## config.mk

```make
export PLATFORM = sky130hd
export DESIGN_NAME = lsq_fwd
export DESIGN_NICKNAME = d
export VERILOG_FILES = /design/src/rtl/lsq_fwd.sv
export SDC_FILE = /design/constraint.sdc
export NUM_CORES = 2
export LEC_CHECK = 0
export CAP_MARGIN = 20
export CORE_ASPECT_RATIO = 2
export CORE_MARGIN = 2
export CORE_UTILIZATION = 35
export CTS_BUF_LIST = sky130_fd_sc_hd__clkbuf_2 sky130_fd_sc_hd__clkbuf_4 sky130_fd_sc_hd__clkbuf_8
export DETAILED_ROUTE_END_ITERATION = 12
export REMOVE_ABC_BUFFERS = 1
export SETUP_SLACK_MARGIN = 0.05
export SYNTH_ARGS = -nofsm -noshare
export SYNTH_HDL_FRONTEND = slang
export SYNTH_SLANG_ARGS = --single-unit
```

## constraint.sdc

```tcl
create_clock -name clk -period 15.35 [get_ports clk]
set_clock_uncertainty 0.05 [all_clocks]
set_input_delay 3.07 -clock clk [delete_from_list [all_inputs] [get_ports clk]]
set_output_delay 3.07 -clock clk [all_outputs]
set_load 0.05 [all_outputs]
```

## src/rtl/lsq_fwd.sv

```systemverilog
// lsq_fwd: load/store queue with store-to-load forwarding.
//
// Loads and stores sit in separate circular queues. Stores are committed in ROB order and
// committed stores drain to data memory one per cycle. Loads are serviced in order. Each load
// searches the stores that were older than it (captured as an SQ tail snapshot at issue) and
// forwards the youngest address match. Otherwise it reads memory. Results go back to the ROB.
// Flush discards all speculative (uncommitted) state.
//
// Ports:
//   clk, rst            clock, asynchronous active-low reset
//   issue_*             op issue (valid/ready, load/store select, rob tag, address, store data)
//   commit_store/rob    in-order store commit from the ROB
//   flush               discard LQ and uncommitted stores
//   wb_*                load writeback (1-cycle pulse)
//   mem_rd_*            data-memory read request/response (one outstanding)
//   mem_wr_*            data-memory write (store drain)
//   commit_err          sticky: a commit tag did not match the oldest uncommitted store
module lsq_fwd #(
  parameter int unsigned DATA_W    = 32,
  parameter int unsigned ROB_IDX_W = 5,
  parameter int unsigned LQ_DEPTH  = 8,
  parameter int unsigned SQ_DEPTH  = 8
) (
  input  logic                 clk,
  input  logic                 rst,
  input  logic                 issue_valid,
  output logic                 issue_ready,
  input  logic                 issue_is_load,
  input  logic                 issue_is_store,
  input  logic [ROB_IDX_W-1:0] issue_rob,
  input  logic [DATA_W-1:0]    issue_addr,
  input  logic [DATA_W-1:0]    issue_store_data,
  input  logic                 commit_store,
  input  logic [ROB_IDX_W-1:0] commit_rob,
  input  logic                 flush,
  output logic                 wb_valid,
  output logic [ROB_IDX_W-1:0] wb_rob,
  output logic [DATA_W-1:0]    wb_data,
  output logic                 mem_rd_valid,
  output logic [DATA_W-1:0]    mem_rd_addr,
  input  logic                 mem_rd_resp,
  input  logic [DATA_W-1:0]    mem_rd_data,
  output logic                 mem_wr_valid,
  output logic [DATA_W-1:0]    mem_wr_addr,
  output logic [DATA_W-1:0]    mem_wr_data,
  output logic                 commit_err
);

  localparam int unsigned LQ_AW = $clog2(LQ_DEPTH);
  localparam int unsigned SQ_AW = $clog2(SQ_DEPTH);
  localparam int unsigned LQ_PW = LQ_AW + 1;
  localparam int unsigned SQ_PW = SQ_AW + 1;

  typedef enum logic [1:0] {LIdle, LWait, LWb} lstate_e;

  // Store queue storage and pointers. Committed entries always form a prefix starting at
  // the head, so sq_cmt_q (oldest uncommitted entry) replaces per-entry committed bits.
  logic [ROB_IDX_W-1:0] sq_rob_q  [SQ_DEPTH];
  logic [DATA_W-1:0]    sq_addr_q [SQ_DEPTH];
  logic [DATA_W-1:0]    sq_data_q [SQ_DEPTH];
  logic [SQ_PW-1:0]     sq_head_q, sq_cmt_q, sq_tail_q;

  // Load queue storage and pointers.
  logic [ROB_IDX_W-1:0] lq_rob_q  [LQ_DEPTH];
  logic [DATA_W-1:0]    lq_addr_q [LQ_DEPTH];
  logic [SQ_PW-1:0]     lq_snap_q [LQ_DEPTH];
  // Set once the SQ head has moved past an entry's snapshot: its forwarding window is empty.
  logic [LQ_DEPTH-1:0]  lq_stale_q;
  logic [LQ_PW-1:0]     lq_head_q, lq_tail_q;

  lstate_e              state_q;
  logic                 drop_resp_q;
  logic [ROB_IDX_W-1:0] wb_rob_q;
  logic [DATA_W-1:0]    wb_data_q;
  logic                 commit_err_q;

  logic [LQ_AW-1:0]     lq_hidx, lq_tidx;
  logic [SQ_AW-1:0]     sq_tidx, sq_cidx, sq_hidx;
  logic                 sq_full, lq_full, lq_empty;
  logic                 push_ld, push_st, sq_drain, cmt_ok, cmt_bad, lq_pop;
  logic [SQ_PW-1:0]     win_len;
  logic [SQ_AW-1:0]     fwd_idx;
  logic                 fwd_hit;
  logic [DATA_W-1:0]    fwd_data;

  assign lq_hidx = lq_head_q[LQ_AW-1:0];
  assign lq_tidx = lq_tail_q[LQ_AW-1:0];
  assign sq_hidx = sq_head_q[SQ_AW-1:0];
  assign sq_tidx = sq_tail_q[SQ_AW-1:0];
  assign sq_cidx = sq_cmt_q[SQ_AW-1:0];

  assign sq_full  = (sq_tail_q[SQ_AW] != sq_head_q[SQ_AW]) && (sq_tidx == sq_hidx);
  assign lq_full  = (lq_tail_q[LQ_AW] != lq_head_q[LQ_AW]) && (lq_tidx == lq_hidx);
  assign lq_empty = (lq_head_q == lq_tail_q);

  // Loads take precedence when both op flags are set.
  assign issue_ready = issue_is_load  ? !lq_full :
                       issue_is_store ? !sq_full : 1'b1;
  assign push_ld = issue_valid && issue_ready && issue_is_load && !flush;
  assign push_st = issue_valid && issue_ready && !issue_is_load && issue_is_store && !flush;

  assign sq_drain = (sq_head_q != sq_cmt_q);
  assign cmt_ok   = commit_store && !flush && (sq_cmt_q != sq_tail_q) &&
                    (sq_rob_q[sq_cidx] == commit_rob);
  assign cmt_bad  = commit_store && !flush && !cmt_ok;
  assign lq_pop   = (state_q == LWb) && !flush;

  // Forwarding window [sq_head, snap) for the LQ head. Scanning oldest to youngest lets the
  // youngest match win.
  assign win_len = lq_stale_q[lq_hidx] ? '0 : (lq_snap_q[lq_hidx] - sq_head_q);

  always_comb begin
    fwd_hit  = 1'b0;
    fwd_data = '0;
    fwd_idx  = '0;
    for (int unsigned k = 0; k < SQ_DEPTH; k++) begin
      fwd_idx = sq_hidx + SQ_AW'(k);
      if ((SQ_PW'(k) < win_len) && (sq_addr_q[fwd_idx] == lq_addr_q[lq_hidx])) begin
        fwd_hit  = 1'b1;
        fwd_data = sq_data_q[fwd_idx];
      end
    end
  end

  assign mem_rd_valid = (state_q == LIdle) && !lq_empty && !fwd_hit && !drop_resp_q && !flush;
  assign mem_rd_addr  = mem_rd_valid ? lq_addr_q[lq_hidx] : '0;
  assign mem_wr_valid = sq_drain;
  assign mem_wr_addr  = sq_drain ? sq_addr_q[sq_hidx] : '0;
  assign mem_wr_data  = sq_drain ? sq_data_q[sq_hidx] : '0;
  assign wb_valid     = (state_q == LWb) && !flush;
  assign wb_rob       = wb_rob_q;
  assign wb_data      = wb_data_q;
  assign commit_err   = commit_err_q;

  // Queue pointers and sticky commit error.
  always_ff @(posedge clk or negedge rst) begin
    if (!rst) begin
      sq_head_q    <= '0;
      sq_cmt_q     <= '0;
      sq_tail_q    <= '0;
      lq_head_q    <= '0;
      lq_tail_q    <= '0;
      commit_err_q <= 1'b0;
    end else begin
      if (sq_drain) sq_head_q <= sq_head_q + SQ_PW'(1);
      if (cmt_ok)   sq_cmt_q  <= sq_cmt_q + SQ_PW'(1);
      if (cmt_bad)  commit_err_q <= 1'b1;
      if (flush) begin
        // Keep only committed stores; they still drain.
        sq_tail_q <= sq_cmt_q;
        lq_tail_q <= lq_head_q;
      end else begin
        if (push_st) sq_tail_q <= sq_tail_q + SQ_PW'(1);
        if (push_ld) lq_tail_q <= lq_tail_q + LQ_PW'(1);
        if (lq_pop)  lq_head_q <= lq_head_q + LQ_PW'(1);
      end
    end
  end

  // Queue payload storage; contents are only meaningful between head and tail.
  always_ff @(posedge clk) begin
    for (int unsigned i = 0; i < LQ_DEPTH; i++) begin
      // Draining the entry at a snapshot moves the head past it.
      if (sq_drain && (lq_snap_q[LQ_AW'(i)] == sq_head_q)) lq_stale_q[LQ_AW'(i)] <= 1'b1;
    end
    if (push_ld) begin
      lq_rob_q[lq_tidx]   <= issue_rob;
      lq_addr_q[lq_tidx]  <= issue_addr;
      lq_snap_q[lq_tidx]  <= sq_tail_q;
      lq_stale_q[lq_tidx] <= 1'b0;
    end
    if (push_st) begin
      sq_rob_q[sq_tidx]  <= issue_rob;
      sq_addr_q[sq_tidx] <= issue_addr;
      sq_data_q[sq_tidx] <= issue_store_data;
    end
  end

  // Load service FSM.
  always_ff @(posedge clk or negedge rst) begin
    if (!rst) begin
      state_q     <= LIdle;
      drop_resp_q <= 1'b0;
      wb_rob_q    <= '0;
      wb_data_q   <= '0;
    end else begin
      if (drop_resp_q && mem_rd_resp) drop_resp_q <= 1'b0;
      if (flush) begin
        state_q <= LIdle;
        // The abandoned read's response is still coming and must be swallowed.
        if ((state_q == LWait) && !mem_rd_resp) drop_resp_q <= 1'b1;
      end else begin
        unique case (state_q)
          LIdle: begin
            if (!lq_empty) begin
              if (fwd_hit) begin
                wb_rob_q  <= lq_rob_q[lq_hidx];
                wb_data_q <= fwd_data;
                state_q   <= LWb;
              end else if (!drop_resp_q) begin
                wb_rob_q <= lq_rob_q[lq_hidx];
                state_q  <= LWait;
              end
            end
          end
          LWait: begin
            if (mem_rd_resp) begin
              wb_data_q <= mem_rd_data;
              state_q   <= LWb;
            end
          end
          LWb:     state_q <= LIdle;
          default: state_q <= LIdle;
        endcase
      end
    end
  end

endmodule

```

==> impl_metrics.ini <==
[status]
status = completed

[synth]
yosysSeqAreaShare_pct = 46.1
synth_top_area_share_pct = 43.3
synth_largest_area_cell = edfxtp_1
syn_area_um2 = 61000
synth-edff-count = 880
ys_top_cells_by_area = edfxtp_1, mux4_2, mux2i_1
async_flop_share_pct = 6.43
yosysWarnings = 0
synthCells = 4432
synth_common_cells = edfxtp_1, mux4_2, mux2i_1
synth.most_common_cell = edfxtp_1
syn_avg_cell_area_um2 = 13.8
yosysUniqueCellTypes = 77
synthFlopType = edfxtp_1
ys_ff_latch = 949

[setup_path]
r2r-end = wb_data[5]
critPathLaunchType = register
cp.arrival_ns = 8.87
worstSetupEndpoint = mem_rd_addr[2]
startpoint = sq_head_q[1]
reg2regPathDepth = 16
r2r_slack_ns = 7.43
criticalPathCategory = register to output port
cp_max_fo = 42
reg2reg_from = sq_head_q[1]
crit_path_end_kind = output port
cp.required_ns = 12.23

[placed_design]
dp_slack_ns = 4.31
port_buffers = 251
dp_cells = 6697
hpwl_um = 151000
place.gp.congestion = 1.02

[detailed_routing]
firstDrtPassIters = 8
wirelength_um = 230000
avgViaCountPerCell = 6.38
drt-initial-drc-count = 4713
drc = 0
vias = 44400
ant_nets = 0
wire_per_inst_um = 33.1

[global_route]
gr-usage-all-layers_pct = 25.4
grt_pass1_wl_um = 324000
grt_pass1_vias = 44900
grt_max_degree = 137
antenna_found_initial = 15
grt_overflow = 0

[timing]
slew_headroom_pct = 10.2
fin_tns_setup_ns = 0
whs_ns = 0.415
fmax_mhz = 83.4
worstMarginPinSlew_ns = 1.34
hold_violations = 0
fin_ws_ns = 3.36
grt_setup_unrepaired = false
fin_crit_sh_pct = 78.1
setup_violations = 0
fin_crit_ns = 11.99
slew_viol_final = 0

[cts]
numCtsBuffers = 142
htree_levels = 4
clk_latency_ns = 0.91
cts_tree = yes
clkTransAtPathRegs_ns = 0.08
cts_root_buf = clkbuf_8
post-cts-setup-buffers = 0
holdBufCountCts = 0
cts_sinks = 949
ctsResizeCount = 0
cts_buffer_depth = 4

[finish]
nFillCells = 16000
layout-drive-gt1-share_pct = 23.7
fin_cells = 6955
fin_util_pct = 39.8
area_delta_synth_final_pct = 12.9
finalNetCount = 4681

[floorplan]
row_count = 216
core_area_um2 = 173000
die_w_um = 299
start_util_pct = 35.2
die-area_um2 = 178000
num_io_pins = 252
chipHeight_um = 595

[power_and_ir_drop]
ir_drop_mv = 0.285
p_leak_nw = 23.1
power_density_nw_per_um2 = 243

[flow_run]
maxCapViolCount = 0

[worst_hold_path]
hold_class = register to register
metrics by stage:
step	instance area, um2	total power, mW
after floorplan	59100	13.2
after global placement	65800	14.2
after detailed placement	65800	14.3
after CTS	68800	16.6
after global routing	68900	17.3
final	68900	16.7
metal layers:
layer  GRT usage (%)  share of wire (%)  up-vias
met2            45.1                 51     2576
met5               0              0.042        -
met4            19.1                9.1       14
li1                -                  -    18100
met1            26.4                 32    22900
met3            4.54                7.2      770
report_power, final:
part | total [mW] | internal (mW) | switching (mW)
combinational | 11.4 | 4.29 | 7.11
sequential | 3.07 | 2.92 | 0.145
clock | 2.28 | 1.21 | 1.07
total | 16.7 | 8.43 | 8.32
critical path, stage by stage, from the launching register on:
cell and delay [ns]:
dfrtp_4 0.72, inv_2 0.34, ha_4 0.66, buf_4 0.66
buf_4 0.61, mux4_2 0.57, nor2_1 0.13, o21ai_1 0.07
a2111oi_0 0.77, nand4_1 0.27, nor4_4 0.35, buf_4 0.58
nor2_1 0.22, nand3_1 0.19, or3_2 0.34, buf_4 0.47
nor2_1 0.10, clkdlybuf4s50_1 0.72
flip-flops by register name, summed over array words and instances, names as in the netlist:
signal,cells
lq_snap_q,32
lq_rob_q,40
commit_err,1
sq_addr_q,256
wb_rob,5
lq_tail_q,4
lq_addr_q,256
lq_stale_q,8
sq_tail_q,4
sq_cmt_q,4
sq_data_q,256
lq_head_q,4
sq_head_q,4
state_q,2
sq_rob_q,40
drop_resp_q,1
wb_data,32
final cells by class:
class                   instances  area [um2]  share of cell area [%]
well taps                    2289        2860                    4.16
inverters                      20        80.1                   0.116
flip-flops and latches        949       28100                    40.8
multi-input cells            3069       31300                    45.4
diodes                          7        17.5                  0.0254
clock buffers                 181        2350                    3.41
repair buffers                374        3540                    5.14
clock inverters                66         658                   0.955
worst min path at each step:
stage                        startpoint       endpoint  depth (start not counted)
final                        commit_err     commit_err                          1
after global routing      lq_stale_q[6]  lq_stale_q[6]                          2
after CTS                    commit_err     commit_err                          1
after detailed placement     commit_err     commit_err                          1
after global placement       commit_err     commit_err                          1
after floorplan           lq_stale_q[2]  lq_stale_q[2]                          2
placed cells by master, fill, tap and decap left out, types with 20 or more instances in the layout:
| master | count |
|---|---|
| dfrtp_1 | 55 |
| mux4_2 | 567 |
| a21boi_1 | 20 |
| clkdlybuf4s50_1 | 250 |
| a211oi_1 | 22 |
| a22oi_1 | 26 |
| xnor2_1 | 147 |
| nor3_1 | 31 |
| mux2_2 | 92 |
| a32oi_1 | 78 |
| a221oi_1 | 20 |
| nor4_1 | 43 |
| and3_1 | 51 |
| o21ai_0 | 35 |
| nor2_1 | 157 |
| o211ai_1 | 35 |
| a21oi_1 | 99 |
| clkbuf_8 | 158 |
| mux2i_1 | 515 |
| o32ai_1 | 32 |
| o221ai_1 | 64 |
| nand2_1 | 466 |
| edfxtp_1 | 880 |
| clkinv_1 | 20 |
| clkbuf_4 | 24 |
| xor2_1 | 151 |
| buf_4 | 112 |
| a31oi_1 | 38 |
| nand4_1 | 44 |
| nand3_1 | 120 |
logic make-up (layout without fill, tap and decap cells):
group | after synthesis | in the layout | synth area share (%)
buf+inv | 414 | 641 | 3.21
fa+ha+maj | 11 | 11 | 0.238
other cells | 0 | 7 | 0
compound gates | 550 | 550 | 6.63
mux | 1203 | 1203 | 31.9
xor+xnor | 302 | 302 | 4.38
flops | 949 | 949 | 46.1
simple gates | 1003 | 1003 | 7.55
No activity file was read; power rests on OpenSTA's default activity.
